`src/rtl/kbd_pkg.sv`:
```
// rtl/kbd_pkg.sv - shared constants for the PS/2 keyboard interface
package kbd_pkg;

  localparam int FRAME_BITS = 11;

  localparam logic [31:0] REG_DATA_OFS   = 32'h0;
  localparam logic [31:0] REG_STATUS_OFS = 32'h4;
  localparam int          REG_SEL_BIT    = 2;

  localparam int STAT_READY_BIT = 0;
  localparam int STAT_FULL_BIT  = 1;
  localparam int STAT_OVF_BIT   = 2;
  localparam int DATA_READY_BIT = 8;

  localparam logic [1:0] ST_IDLE  = 2'd0;
  localparam logic [1:0] ST_SHIFT = 2'd1;
  localparam logic [1:0] ST_CHECK = 2'd2;

  // f = {stop, parity, data[7:0]}; good frame has odd parity over 9 bits and stop=1
  function automatic logic frame_ok(input logic [9:0] f);
    return (^f[8:0]) & f[9];
  endfunction

endpackage

```
`src/rtl/kbd_fifo.sv`:
```
// rtl/kbd_fifo.sv - scan-code buffer; push/pop are pre-qualified by the caller
module kbd_fifo #(
  parameter int DEPTH = 8,
  localparam int AW = $clog2(DEPTH),
  localparam int CW = AW + 1
) (
  input  logic          clock,
  input  logic          resetn,
  input  logic          push,
  input  logic          pop,
  input  logic [7:0]    wdata,
  output logic [7:0]    head,
  output logic          full,
  output logic          empty,
  output logic [CW-1:0] count
);

  logic [7:0]    mem [DEPTH];
  logic [AW-1:0] wr_ptr;
  logic [AW-1:0] rd_ptr;

  always_ff @(posedge clock) begin
    if (push) mem[wr_ptr] <= wdata;
  end

  always_ff @(posedge clock or negedge resetn) begin
    if (!resetn) begin
      wr_ptr <= '0;
      rd_ptr <= '0;
      count  <= '0;
    end else begin
      if (push) wr_ptr <= wr_ptr + AW'(1);
      if (pop)  rd_ptr <= rd_ptr + AW'(1);
      if (push && !pop)      count <= count + CW'(1);
      else if (pop && !push) count <= count - CW'(1);
    end
  end

  assign head  = mem[rd_ptr];
  assign full  = (count == CW'(DEPTH));
  assign empty = (count == '0);

endmodule

```
`src/rtl/ps2_kbd_intr.sv`:
```
// rtl/ps2_kbd_intr.sv - PS/2 keyboard receiver with scan-code FIFO, CPU registers and interrupt
import kbd_pkg::*;

module ps2_kbd_intr #(
  parameter int FIFO_DEPTH     = 8,
  parameter int TIMEOUT_CYCLES = 50000
) (
  input  logic        clock,
  input  logic        resetn,
  input  logic        ps2_clk,
  input  logic        ps2_data,
  input  logic        io_rdn,
  input  logic [31:0] m_addr,
  output logic [31:0] io_data,
  output logic        intr1
);

  localparam int         CW       = $clog2(FIFO_DEPTH) + 1;
  localparam int         TW       = $clog2(TIMEOUT_CYCLES + 1);
  localparam logic [3:0] LAST_BIT = 4'(FRAME_BITS - 1);

  logic          clk_meta, sync_clk, sync_clk_prev;
  logic          data_meta, sync_data;
  logic          fall;
  logic [1:0]    state;
  logic [3:0]    bit_cnt;
  logic [TW-1:0] tmo_cnt;
  logic [9:0]    frame;
  logic          push, pop_ok, wr_ok, ovf_set, ovf_clr, overflow;
  logic          sel_status, full, empty;
  logic [7:0]    head;
  logic [CW-1:0] count, count_next;
  logic          unused_addr;

  // Synchronizers idle high so reset never fabricates a falling edge
  always_ff @(posedge clock or negedge resetn) begin
    if (!resetn) begin
      clk_meta      <= 1'b1;
      sync_clk      <= 1'b1;
      sync_clk_prev <= 1'b1;
      data_meta     <= 1'b1;
      sync_data     <= 1'b1;
    end else begin
      clk_meta      <= ps2_clk;
      sync_clk      <= clk_meta;
      sync_clk_prev <= sync_clk;
      data_meta     <= ps2_data;
      sync_data     <= data_meta;
    end
  end

  assign fall = sync_clk_prev & ~sync_clk;

  always_ff @(posedge clock or negedge resetn) begin
    if (!resetn) begin
      state   <= ST_IDLE;
      bit_cnt <= '0;
      tmo_cnt <= '0;
      frame   <= '0;
    end else begin
      case (state)
        ST_IDLE: begin
          tmo_cnt <= '0;
          if (fall && !sync_data) begin
            state   <= ST_SHIFT;
            bit_cnt <= 4'd1;
          end
        end
        ST_SHIFT: begin
          if (fall) begin
            tmo_cnt <= '0;
            frame   <= {sync_data, frame[9:1]};
            if (bit_cnt == LAST_BIT) state <= ST_CHECK;
            else                     bit_cnt <= bit_cnt + 4'd1;
          end else if (tmo_cnt == TW'(TIMEOUT_CYCLES - 1)) begin
            state   <= ST_IDLE;
            bit_cnt <= '0;
            tmo_cnt <= '0;
          end else begin
            tmo_cnt <= tmo_cnt + TW'(1);
          end
        end
        ST_CHECK: begin
          state   <= ST_IDLE;
          bit_cnt <= '0;
        end
        default: begin
          state   <= ST_IDLE;
          bit_cnt <= '0;
        end
      endcase
    end
  end

  assign sel_status = m_addr[REG_SEL_BIT];
  assign push       = (state == ST_CHECK) && frame_ok(frame);
  assign pop_ok     = !io_rdn && !sel_status && !empty;
  // A pop on the same edge frees the slot, so a full buffer still accepts the byte
  assign wr_ok      = push && (!full || pop_ok);
  assign ovf_set    = push && full && !pop_ok;
  assign ovf_clr    = !io_rdn && sel_status;

  kbd_fifo #(.DEPTH(FIFO_DEPTH)) u_fifo (
    .clock  (clock),
    .resetn (resetn),
    .push   (wr_ok),
    .pop    (pop_ok),
    .wdata  (frame[7:0]),
    .head   (head),
    .full   (full),
    .empty  (empty),
    .count  (count)
  );

  always_comb begin
    count_next = count;
    if (wr_ok && !pop_ok)      count_next = count + CW'(1);
    else if (pop_ok && !wr_ok) count_next = count - CW'(1);
  end

  always_ff @(posedge clock or negedge resetn) begin
    if (!resetn) begin
      overflow <= 1'b0;
      intr1    <= 1'b0;
    end else begin
      if (ovf_set)      overflow <= 1'b1;
      else if (ovf_clr) overflow <= 1'b0;
      intr1 <= (count_next != '0);
    end
  end

  always_comb begin
    io_data = '0;
    if (sel_status) begin
      io_data[STAT_READY_BIT] = !empty;
      io_data[STAT_FULL_BIT]  = full;
      io_data[STAT_OVF_BIT]   = overflow;
    end else begin
      io_data[DATA_READY_BIT] = !empty;
      io_data[7:0]            = empty ? 8'h00 : head;
    end
  end

  assign unused_addr = ^{m_addr[31:REG_SEL_BIT+1], m_addr[REG_SEL_BIT-1:0]};

endmodule

```
`config.mk`:
```
export PLATFORM = sky130hd
export DESIGN_NAME = ps2_kbd_intr
export DESIGN_NICKNAME = d
export VERILOG_FILES = /design/src/rtl/kbd_pkg.sv /design/src/rtl/kbd_fifo.sv /design/src/rtl/ps2_kbd_intr.sv
export SDC_FILE = /design/constraint.sdc
export NUM_CORES = 1
export LEC_CHECK = 0
export CAP_MARGIN = 20
export CORE_ASPECT_RATIO = 1.5
export CORE_MARGIN = 2
export CORE_UTILIZATION = 40
export DETAILED_ROUTE_END_ITERATION = 8
export PLACE_DENSITY = 0.61
export RECOVER_POWER = 100
export SYNTH_ARGS = -nofsm -noshare
export SYNTH_HDL_FRONTEND = slang
export SYNTH_SLANG_ARGS = --single-unit
```
`constraint.sdc`:
```
create_clock -name clock -period 4.8 [get_ports clock]
set_clock_uncertainty 0.2 [all_clocks]
set_input_delay 0.96 -clock clock [delete_from_list [all_inputs] [get_ports clock]]
set_output_delay 0.96 -clock clock [all_outputs]
set_load 0.02 [all_outputs]
```
==> run metrics <==
R2R setup slack=1.37 ns; Top FF cell, synth=edfxtp_1; Antenna Nets Post-Route=0; slew at the pin with the worst max-slew slack=2.598 ns; Post-synth EDFFs=64; RSZ-0062 raised after global routing=false; I/O Buffers=15; vias in the first global route=2955; CTS tree=done; final setup fails=0; Worst EP required=3.64 ns; die width=95.77 microns; period utilisation layout=0.8633; routed vias=2914; first-pass GRT wire length=14680 microns; Final Instance Area=5856 sq um; Reg clk slew, reported paths=0.06 ns; P&R area growth vs syn=15.90%; hpwl dp=6020 microns; Setup Total Neg Slack=0 ns; commonest non-fill, non-tap cell in the layout=edfxtp_1; Max Cap Viol=1; share of synthesized registers carrying an async set or reset=0.4336; initial antenna violation count=0; Syn Area/Cell=13.58 sq um; DRC Markers=0; final net count=439; WL final=8746 microns; most frequent cells in the layout=64 x edfxtp_1, 44 x dfrtp_1, 33 x nor2_1, 27 x o21ai_0, 26 x nand2_1; WL met1=3480 microns; failing checks=capacitance limit, slew limit; Fmax=241.3 MHz; crit path time final=4.144 ns; slew margin rel.=-0.7321; ant diodes=0; WL per Instance=15.51 microns; VDD IR-drop max=0.0002569 V; pwr/cell area=488.7 nW/um^2; post-synthesis cell area=5052 sq um; Leak=2.339 nW; gpl congestion=0.7549; top cells by area, synth=edfxtp_1 38%, dfrtp_1 22%, mux4_2 7.1%; Syn. warnings=0; Hold Path Stages=0; Synth cell types=41; Cell Int Power=2.083 mW; CTS resizes=0; total CTS buffers=17; sequential fraction of the synthesis area=0.6243; Post-DP Area=5280 sq um; total grt overflow=0; critical path capture point type=primary output; #FFs+latches synth=113; WL met3=309 microns; first drt pass iteration count=4; die area=13560 sq um; leading area contributor after synthesis=edfxtp_1; uppermost layer routed=met4; Net Sw Frac=0.2720; num rows=50; WHS Endpoint=sync_data$_DFF_PN1_; Hold Path Origin=data_meta$_DFF_PN1_; Clock power frac=0.437; status=complete, but fails checks; largest net degree at the start of global routing=50; worst hold path class=register to register; Reg-to-Reg Start=frame[2]$_DFFE_PN0P_; WS Path Type=input pin to primary output; Comb pwr share=0.142; crit-path max FO=8; met2 wire len=4812 microns; core area=12390 sq um; GR Util All Layers=0.1440; Syn Inst Count=372; Clock Sinks=113; initial core utilization=0.4079; Critical Path AT=2.98 ns; die height=141.6 microns; Slew Limit Fails=50; H-tree levels=4; initial DRC count=206; Clock Tree Root=clkbuf_16; clk_lat worst skew=0.40 ns; layout cells sized above 1=0.1691; sequential fraction of design power=0.421; Post-CTS Setup Bufs=0; Final Hold Viols=0; vias per cell=5.167; P_sw=778.5 uW; CP startpoint kind=input pin; Reg2Reg Depth=6; FF-to-FF End=u_fifo.mem[5][2]$_DFFE_PP_; clk buf depth=2; I/O pins=70; # hold bufs at CTS=0; post-synth top area share=0.3804
-- worst max-delay path by stage --
stage / from / endpoint / slack [ns] / cells after the start
4_1_cts: u_fifo.rd_ptr[0]$_DFFE_PN0P_ / io_data[5] / 0.77 / 5
5_1_grt: u_fifo.rd_ptr[0]$_DFFE_PN0P_ / io_data[5] / 0.49 / 5
6_report: m_addr[2] / io_data[2] / 0.66 / 4
2_1_floorplan: u_fifo.rd_ptr[0]$_DFFE_PN0P_ / io_data[4] / 1.54 / 5
3_5_place_dp: m_addr[2] / io_data[2] / 0.83 / 4
3_3_place_gp: m_addr[2] / io_data[2] / 0.86 / 4
-- power by group through the flow --
stage               Combinational, mW  Clock, mW  Sequential [mW]
finish                          0.406       1.25             1.21
global route                    0.449       1.32             1.22
CTS                             0.429       1.27             1.21
detailed placement              0.428          0             1.23
global placement                0.414          0             1.23
floorplan                       0.394          0             1.14
-- area by class of cell --
class,count,area [sq um]
Clock buffer,17,425.4
Multi-Input combinational cell,237,1717
Fill cell,1094,6531
Timing Repair Buffer,19,163.9
Tap cell,156,195.2
Inverter,7,26.28
Clock inverter,15,173.9
Sequential cell,113,3154
-- synth_stat cells, types with 5 or more instances --
cell	n
a21oi_1	5
and3_1	7
buf_4	23
clkbuf_1	12
dfrtp_1	44
dfstp_2	5
edfxtp_1	64
ha_1	7
inv_1	7
mux2_2	12
mux2i_1	6
mux4_2	16
nand2_1	26
nand2b_1	8
nand3_1	10
nor2_1	33
nor3_1	5
o21ai_0	27
o31ai_1	5
xnor2_1	6
xor2_1	6
-- cell families (layout without fill, tap and decap cells) --
kind of cell               after synthesis  after routing  share of synthesized area
AOI/OAI and AO/OA                       52             52                    0.06340
buffers and inverters                   44             58                    0.04978
adders and majority gates                7              7                    0.01733
xor gates and xnor gates                14             14                    0.02972
muxes                                   35             35                     0.1144
and+or+nand+nor                        106            106                     0.1003
DFF                                    113            113                     0.6243
other                                    1             23                  0.0007422
-- per-layer routing --
metal / up-vias / track usage
met5: - / 0
li1: 1377 / -
met4: 0 / 0.06391
met1: 1457 / 0.1616
met2: 68 / 0.2495
met3: 12 / 0.04142
-- sequential cells by signal (all words and copies together) (netlist names) --
signal and flops:
u_fifo.mem 64, tmo_cnt 16, frame 10, bit_cnt 4, u_fifo.count 4, u_fifo.rd_ptr 3
u_fifo.wr_ptr 3, state 2, clk_meta 1, data_meta 1, intr1 1, overflow 1
sync_clk 1, sync_clk_prev 1, sync_data 1
-- per-stage QoR --
step	utilization	setup WS (ns)	std cells	power, mW	hold WS [ns]
after global routing	0.4727	0.4932	564	2.990	0.1633
after detailed placement	0.4263	0.8287	532	1.659	0.1479
after global placement	0.4263	0.8626	532	1.640	0.1460
after CTS	0.4746	0.7679	564	2.913	0.1565
after floorplan	-	1.536	394	1.533	0.1452
final	0.4727	0.6561	564	2.862	0.1558
-- worst max-delay path, stage by stage --
cell and delay (ns):
dlygate4sd3_1 0.64, or2_0 0.43, o21ai_0 0.25, dlygate4sd3_1 0.70
Power figures use the tool's default switching activity.
